$ cat src/rtl/decode_queue.sv
// RV32 instruction decoder feeding a DEPTH-entry micro-op FIFO between fetch and rename/dispatch.
// Both handshakes come from registered occupancy only; flush and async reset empty the queue.
module decode_queue #(
    parameter int DEPTH = 4,
    parameter int XLEN  = 32
) (
    input  logic                       clk,
    input  logic                       rst_n,
    input  logic                       flush,
    input  logic                       in_valid,
    output logic                       in_ready,
    input  logic [31:0]                in_instr,
    input  logic [XLEN-1:0]            in_pc,
    output logic                       out_valid,
    input  logic                       out_ready,
    output logic [XLEN-1:0]            out_pc,
    output logic [4:0]                 out_rs1,
    output logic [4:0]                 out_rs2,
    output logic [4:0]                 out_rd,
    output logic                       out_rd_valid,
    output logic [2:0]                 out_alu_op,
    output logic [6:0]                 out_opcode,
    output logic [2:0]                 out_func3,
    output logic [6:0]                 out_func7,
    output logic                       out_fu_alu,
    output logic                       out_fu_mem,
    output logic                       out_fu_br,
    output logic [XLEN-1:0]            out_imm,
    output logic                       out_illegal,
    output logic [$clog2(DEPTH+1)-1:0] count
);

    localparam int PTR_W = $clog2(DEPTH);
    localparam int CNT_W = $clog2(DEPTH+1);

    localparam logic [6:0] OPC_OP_IMM = 7'b0010011;
    localparam logic [6:0] OPC_LUI    = 7'b0110111;
    localparam logic [6:0] OPC_AUIPC  = 7'b0010111;
    localparam logic [6:0] OPC_OP     = 7'b0110011;
    localparam logic [6:0] OPC_LOAD   = 7'b0000011;
    localparam logic [6:0] OPC_STORE  = 7'b0100011;
    localparam logic [6:0] OPC_BRANCH = 7'b1100011;
    localparam logic [6:0] OPC_JALR   = 7'b1100111;
    localparam logic [6:0] OPC_JAL    = 7'b1101111;

    typedef struct packed {
        logic [XLEN-1:0] pc;
        logic [4:0]      rs1;
        logic [4:0]      rs2;
        logic [4:0]      rd;
        logic            rd_valid;
        logic [2:0]      alu_op;
        logic [6:0]      opcode;
        logic [2:0]      func3;
        logic [6:0]      func7;
        logic            fu_alu;
        logic            fu_mem;
        logic            fu_br;
        logic [XLEN-1:0] imm;
        logic            illegal;
    } uop_t;

    uop_t             storage [DEPTH];
    uop_t             dec;
    uop_t             head;
    logic [PTR_W-1:0] wr_ptr;
    logic [PTR_W-1:0] rd_ptr;
    logic             push;
    logic             pop;

    // Immediates are assembled as signed 32-bit values, then sign-extended to XLEN.
    function automatic logic [XLEN-1:0] sext32(input logic signed [31:0] v);
        return XLEN'(v);
    endfunction

    function automatic uop_t decode(input logic [31:0] instr, input logic [XLEN-1:0] pc);
        uop_t d;
        logic writes_rd;
        d         = '0;
        writes_rd = 1'b0;
        d.pc      = pc;
        d.opcode  = instr[6:0];
        case (instr[6:0])
            OPC_OP_IMM: begin
                d.rs1 = instr[19:15]; d.rd = instr[11:7];
                d.alu_op = 3'b011; d.fu_alu = 1'b1;
                d.func3 = instr[14:12]; d.func7 = instr[31:25];
                d.imm = sext32({{20{instr[31]}}, instr[31:20]});
                writes_rd = 1'b1;
            end
            OPC_LUI, OPC_AUIPC: begin
                d.rd = instr[11:7];
                d.alu_op = (instr[6:0] == OPC_LUI) ? 3'b100 : 3'b101;
                d.fu_alu = 1'b1;
                d.imm = sext32({instr[31:12], 12'b0});
                writes_rd = 1'b1;
            end
            OPC_OP: begin
                d.rs1 = instr[19:15]; d.rs2 = instr[24:20]; d.rd = instr[11:7];
                d.alu_op = 3'b010; d.fu_alu = 1'b1;
                d.func3 = instr[14:12]; d.func7 = instr[31:25];
                writes_rd = 1'b1;
            end
            OPC_LOAD: begin
                d.rs1 = instr[19:15]; d.rd = instr[11:7];
                d.alu_op = 3'b000; d.fu_mem = 1'b1;
                d.func3 = instr[14:12];
                d.imm = sext32({{20{instr[31]}}, instr[31:20]});
                writes_rd = 1'b1;
            end
            OPC_STORE: begin
                d.rs1 = instr[19:15]; d.rs2 = instr[24:20];
                d.alu_op = 3'b000; d.fu_mem = 1'b1;
                d.func3 = instr[14:12];
                d.imm = sext32({{20{instr[31]}}, instr[31:25], instr[11:7]});
            end
            OPC_BRANCH: begin
                d.rs1 = instr[19:15]; d.rs2 = instr[24:20];
                d.alu_op = 3'b001; d.fu_br = 1'b1;
                d.func3 = instr[14:12];
                d.imm = sext32({{19{instr[31]}}, instr[31], instr[7], instr[30:25],
                                instr[11:8], 1'b0});
            end
            OPC_JALR: begin
                d.rs1 = instr[19:15]; d.rd = instr[11:7];
                d.alu_op = 3'b110; d.fu_br = 1'b1;
                d.func3 = instr[14:12];
                d.imm = sext32({{20{instr[31]}}, instr[31:20]});
                writes_rd = 1'b1;
            end
            OPC_JAL: begin
                d.rd = instr[11:7];
                d.alu_op = 3'b111; d.fu_br = 1'b1;
                d.imm = sext32({{11{instr[31]}}, instr[31], instr[19:12], instr[20],
                                instr[30:21], 1'b0});
                writes_rd = 1'b1;
            end
            // Unknown opcodes still travel down the pipe so the ROB can raise the trap.
            default: d.illegal = 1'b1;
        endcase
        d.rd_valid = writes_rd && (d.rd != 5'd0);
        return d;
    endfunction

    assign dec       = decode(in_instr, in_pc);
    assign in_ready  = (count != CNT_W'(DEPTH));
    assign out_valid = (count != '0);
    assign push      = in_valid && in_ready;
    assign pop       = out_valid && out_ready;

    always_ff @(posedge clk or negedge rst_n) begin
        if (!rst_n) begin
            wr_ptr <= '0;
            rd_ptr <= '0;
            count  <= '0;
            for (int i = 0; i < DEPTH; i++) begin
                storage[i] <= '0;
            end
        end else if (flush) begin
            wr_ptr <= '0;
            rd_ptr <= '0;
            count  <= '0;
        end else begin
            if (push) begin
                storage[wr_ptr] <= dec;
                wr_ptr          <= wr_ptr + 1'b1;
            end
            if (pop) begin
                rd_ptr <= rd_ptr + 1'b1;
            end
            if (push && !pop) begin
                count <= count + 1'b1;
            end else if (pop && !push) begin
                count <= count - 1'b1;
            end
        end
    end

    // Head fields are stale when the queue is empty; consumers qualify them with out_valid.
    assign head         = storage[rd_ptr];
    assign out_pc       = head.pc;
    assign out_rs1      = head.rs1;
    assign out_rs2      = head.rs2;
    assign out_rd       = head.rd;
    assign out_rd_valid = head.rd_valid;
    assign out_alu_op   = head.alu_op;
    assign out_opcode   = head.opcode;
    assign out_func3    = head.func3;
    assign out_func7    = head.func7;
    assign out_fu_alu   = head.fu_alu;
    assign out_fu_mem   = head.fu_mem;
    assign out_fu_br    = head.fu_br;
    assign out_imm      = head.imm;
    assign out_illegal  = head.illegal;

endmodule

$ cat config.mk
export PLATFORM = sky130hd
export DESIGN_NAME = decode_queue
export DESIGN_NICKNAME = d
export VERILOG_FILES = /design/src/rtl/decode_queue.sv
export SDC_FILE = /design/constraint.sdc
export NUM_CORES = 1
export LEC_CHECK = 0
export ABC_AREA = 0
export CORE_MARGIN = 4
export CORE_UTILIZATION = 52
export CTS_CLUSTER_SIZE = 30
export DETAILED_ROUTE_END_ITERATION = 7
export MAX_ROUTING_LAYER = met4
export PLACE_DENSITY = 0.88
export SLEW_MARGIN = 5
export SYNTH_ARGS = -nofsm -noshare
export SYNTH_HDL_FRONTEND = slang
export SYNTH_SLANG_ARGS = --single-unit
$ cat constraint.sdc
create_clock -name clk -period 2.2 [get_ports clk]
set_input_delay 0.44 -clock clk [delete_from_list [all_inputs] [get_ports clk]]
set_output_delay 0.44 -clock clk [all_outputs]
set_load 0.02 [all_outputs]
[After elaboration in Yosys (flattened, before gate mapping)]
Cells that the tools add are included.
Operators by class
  $add $sub $neg: 4
  order comparisons: 3
  equal/unequal tests: 10
  multiplexer cells: 26
  bitwise logic cells: 3
  reduce and logical (&&, ||, !) cells: 24
Operators with widths (count)
  $bwmux 416: 1
  $mux 104: 3
  $bmux 104 s2: 1
  $demux 104 s2: 1
  $pmux 32 s5: 1
  $eq 7x6->1 const B: 3
  $eq 7x7->1 const B: 3
  $pmux 3 s6: 1
  $mux 5: 3
  $eq 7x5->1 const B: 2
  $mux 3: 4
  $reduce_or 3->1: 3
  $reduce_or 9->1: 1
  $mux 2: 4
  $eq 7x2->1 const B: 1
  $mux 7: 1
  $reduce_or 7->1: 1
  $ge 3x3->1 const B: 2
  $logic_and 1x1->1: 6
  $mux 1: 6
  $not 2->3: 2
  $reduce_bool 3->1: 2
  $reduce_or 2->1: 3
  $reduce_or 6->1: 1
  11 further kinds: 14
Storage, ports and cells
  bits in registers: 423
  output and inout port bits: 109
  word-level logic and storage cells: 129

[Logic depth before layout (Yosys ltp)]
  word-level depth: 7
  gate-level depth with buffers: 9
  depth with buffers taken out: 7

[Worst setup path before layout]
OpenSTA, ideal clock, no wires.
  path type: register -> register
  start: register count[2]
  end: register count[1]
  library setup time: 125 ps
  arrival: 2068 ps
  path slack: 7 ps
  stages on the path, launching flop included: 8
  cell sequence: dfrtp_1 or3b_1 buf_2 buf_6 and3_1 fa_1 nor2_1 mux2_2
RTL lines
  start, declared: RTL line 30  | output logic [$clog2(DEPTH+1)-1:0] count
  start signal, assigned: RTL line 172  | count <= count + 1'b1;
  start signal, assigned: RTL line 174  | count <= count - 1'b1;
  $ne 3x3->1 (*): RTL line 146  | assign in_ready = (count != CNT_W'(DEPTH));
  net in_ready: RTL line 11  | output logic in_ready,
  $logic_and 1x1->1 (*): RTL line 148  | assign push = in_valid && in_ready;
  $logic_and 1x1->1 / $logic_not 1->1 (equally long branches): RTL line 171, 173
  $mux 3 / $logic_and 1x1->1 (equally long branches): RTL line 171, 173
  $mux 3 / $reduce_bool 3->1 (equally long branches)
Mark *: on every way through the listed nets, which the timed path passes. The rest lies on a longest branch.
A chain may end at the register's enable or synchronous reset.

[Final worst setup path]
  start: register rd_ptr[0]
  end: output out_fu_alu
On the way
  cells in the longest elaborated chain, start to end: 4
RTL lines
  start, declared: RTL line 67  | logic [PTR_W-1:0] rd_ptr;
  start signal, assigned: RTL line 169  | rd_ptr <= rd_ptr + 1'b1;
  $not 2->3 (not written as such): RTL line 180  | assign head = storage[rd_ptr];
  $bmux 104 s2: RTL line 180
  $mux 104 (not written as such) (2 in series): RTL line 180
  end, declared: RTL line 25  | output logic out_fu_alu,
No other way between the ends. The select of a mux whose other input is x is not followed.

==> impl_results.md <==
- Status: finished with violations
- Failing checks: negative setup slack
- Crit share post-route: 118%
- Layout cells sized above 1: 27.7%
- CP Capture Type: primary output
- Clk_skew: about 0.026 ns
- H-tree lvl count: 2
- Hold slack: around 0.36 ns
- Initial Util: between 50 and 60%
- DR iter-0 viols: between 1.5k and 2k
- WL/cell: approximately 24 um
- CP startpoint kind: register
- Number of global-route vias before repair: between 15k and 20k
- Slew headroom: about 46%
- IO Count: ~180
- Post-route ant nets: 0
- Final WS setup: -0.391 ns
- M1 GR Usage: around 37%
- Vias per inst: roughly 6.2
- DRC viols: 0
- Total number of vias: roughly 15k
- Max Clock Freq: about 390 MHz
- Unrepaired setup endpoints after global routing: yes
- R2R cell count: 6
- Final min period: 2.59 ns
- Detail Placement HPWL: around 35 mm
- Clock Root Buffer: clkbuf_16
- Detailed Routing Iterations Pass 1: 7
- Synth Area per Inst: between 10 and 15 um2
- Slew Viols, Final: 0
- Syn Nets: roughly 1.7k
- Worst setup path class: reg -> out
- Commonest non-fill, non-tap cell in the layout: nand2_1
- Placed Cells incl. Taps: roughly 2.3k
- M3 GR Usage: ~6.8%
- Routed WL: roughly 56 mm
- Die Span X: about 200 um
- Met2 Resource Use GR: between 40 and 50%
- Power per cell area: around 1200 nW/um2
- Seq cells post-synth: around 420
- Pleak: between 10 and 15 nW
- Die footprint: 39300 um2
- Final setup violation count: 104
- CTS clock-pin slew for the worst setup and hold paths: approximately 0.06 ns
- Largest net degree at the start of global routing: 82
- Gr ovfl total: 0
- Seq/Total Area, Yosys: between 50% and 60%
- Clock Latency Late Sink: ~0.58 ns
- Antenna violations before repair: 1
- Worst Tran Pin Value: ~0.81 ns
- Dominant synthesized flop cell: dfrtp_1
- Synth warn: 0
- CTS buffer count: 45
- Die height: about 200 um
- Crit Path Max Fanout: 8
- Core area: 35700 um2
- Gr usage total: between 20 and 30%
- Synth Cell Area: roughly 19000 um2
- Power Total: roughly 0.028 W
- FP Rows: between 60 and 70
- Most frequent cells in the layout: nand2_1 (495), dfrtp_1 (421), buf_4 (122)
- Clock Tree Buf Depth: 3
- Port bufs: 177
- Area grow syn2layout: 27.5%
- Netlist cell types: between 50 and 60
- Placer Congestion: between 0.9 and 1
- Nets: just under 2k
- Cells after Synth: around 1.6k
- Clock sink total: between 400 and 500
- Arrival time worst endpoint: 2.15 ns
- TritonCTS clock tree: done
- Gr busiest metal: met2
- Fin. Hold Viols: 0
- Hold WC Path Type: in -> async
- Post-synth EDFFs: 0
- Max VDD drop: between 1 and 1.5 mV
- Global-route wire length before repair: about 87 mm
- Non-Filler Instances: about 2.4k
- Critical path data required time: 1.76 ns
- Fraction of registers with async set/reset: 100%
- Max Cap Viol: 0
[final timing paths]
check	slack [ns]	from	end
setup / recovery	-0.39	rd_ptr[0]	out_fu_alu
hold / removal	0.36	rst_n	storage[38]
setup reg to reg	0.07	count[2]	storage[214]
hold reg to reg	0.47	storage[206]	storage[206]
max in group asynchronous	0.99	rst_n	storage[403]
min in group clk	0.47	storage[206]	storage[206]
[registers in the layout, summed over array words and instances (netlist names)]
signal,count
storage,416
wr_ptr,2
rd_ptr,2
count,3
[cell usage after synthesis, drive strengths merged, types with 2 or more instances]
master / number / area (um2)
o211ai: 4 / 30.0
mux2: 60 / 676
nor3: 3 / 15.0
o21ai: 90 / 450
nand3: 33 / 165
and3: 14 / 87.6
and3b: 2 / 17.5
o22ai: 2 / 12.5
a21oi: 19 / 95.1
and4b: 5 / 50.1
a211o: 12 / 105
xnor2: 2 / 17.5
nor2b: 13 / 81.3
clkbuf: 41 / 155
dfrtp: 423 / 10600
a221o: 32 / 320
nor4: 2 / 12.5
a211oi: 4 / 30.0
nand4: 6 / 37.5
ha: 4 / 50.1
buf: 84 / 440
nand2: 495 / 1860
inv: 8 / 30.0
a22oi: 6 / 50.1
mux4: 104 / 2340
a22o: 81 / 709
nand2b: 4 / 25.0
nor2: 19 / 71.3
mux2i: 11 / 110
nand4b: 5 / 62.6
[timing repair]
| item | CTS | global route |
|---|---|---|
| pin swaps | 0 | 1 |
| cloned | 7 | 3 |
| endpoints found under the hold margin | 33 | 0 |
| setup endpoints to repair | 106 | 152 |
| resized for setup | 491 | 89 |
| buffers inserted | 10 | 8 |
| hold buffers | 1 | 0 |
[area by class of cell]
| class | instances | area (um2) |
|---|---|---|
| Antenna cell | 1 | 2.50 |
| Clock buffer | 60 | 1270 |
| Clock inverter | 19 | 190 |
| Fill cell | 2353 | 11600 |
| Inverter | 8 | 30.0 |
| Multi-Input combinational cell | 1048 | 7670 |
| Sequential cell | 423 | 10600 |
| Tap cell | 461 | 577 |
| Timing Repair Buffer | 352 | 3690 |
[critical path, stage by stage, from the launching register on]
cell and delay, ns:
dfrtp_4 0.44, buf_12 0.18, buf_12 0.14, buf_16 0.13, mux4_2 0.53, buf_6 0.15
[metrics by stage]
stage	util (%)	cell area [um2]	worst slack (ns)	setup TNS [ns]
2_1_floorplan	-	18800	0.00696	0
3_3_place_gp	61.8	22100	-0.421	-48.23
3_5_place_dp	61.8	22100	-0.498	-56.52
4_1_cts	66.4	23700	-0.418	-35.15
5_1_grt	67.4	24000	-0.430	-37.17
6_report	67.4	24000	-0.391	-32.10
[metal layers]
layer	vias to the layer above	part of all wire, %
li1	6242	-
met1	7603	38
met2	789	50
met3	179	8.5
met4	0	3.7
met5	-	0
[where the power goes]
group / leakage, nW / internal [W] / switching (W)
Combinational: 5.08 / 0.00505 / 0.00471
Sequential: 5.69 / 0.00953 / 0.00104
Clock: 0.712 / 0.00443 / 0.00314
Total: 11.5 / 0.0190 / 0.00889
[cells by family (layout without fill, tap and decap cells)]
group                      Yosys count  after routing  share of synthesized area (%)
buffers and inverters              133            439                           3.32
and+or+nand+nor                    609            609                           13.6
DFF                                423            423                           56.2
xor gates and xnor gates             3              3                          0.139
muxes                              175            175                           16.6
adders and majority gates            5              5                          0.372
other                                0              1                              0
AOI/OAI and AO/OA                  256            256                           9.83
(Power assumes the default switching activity.)
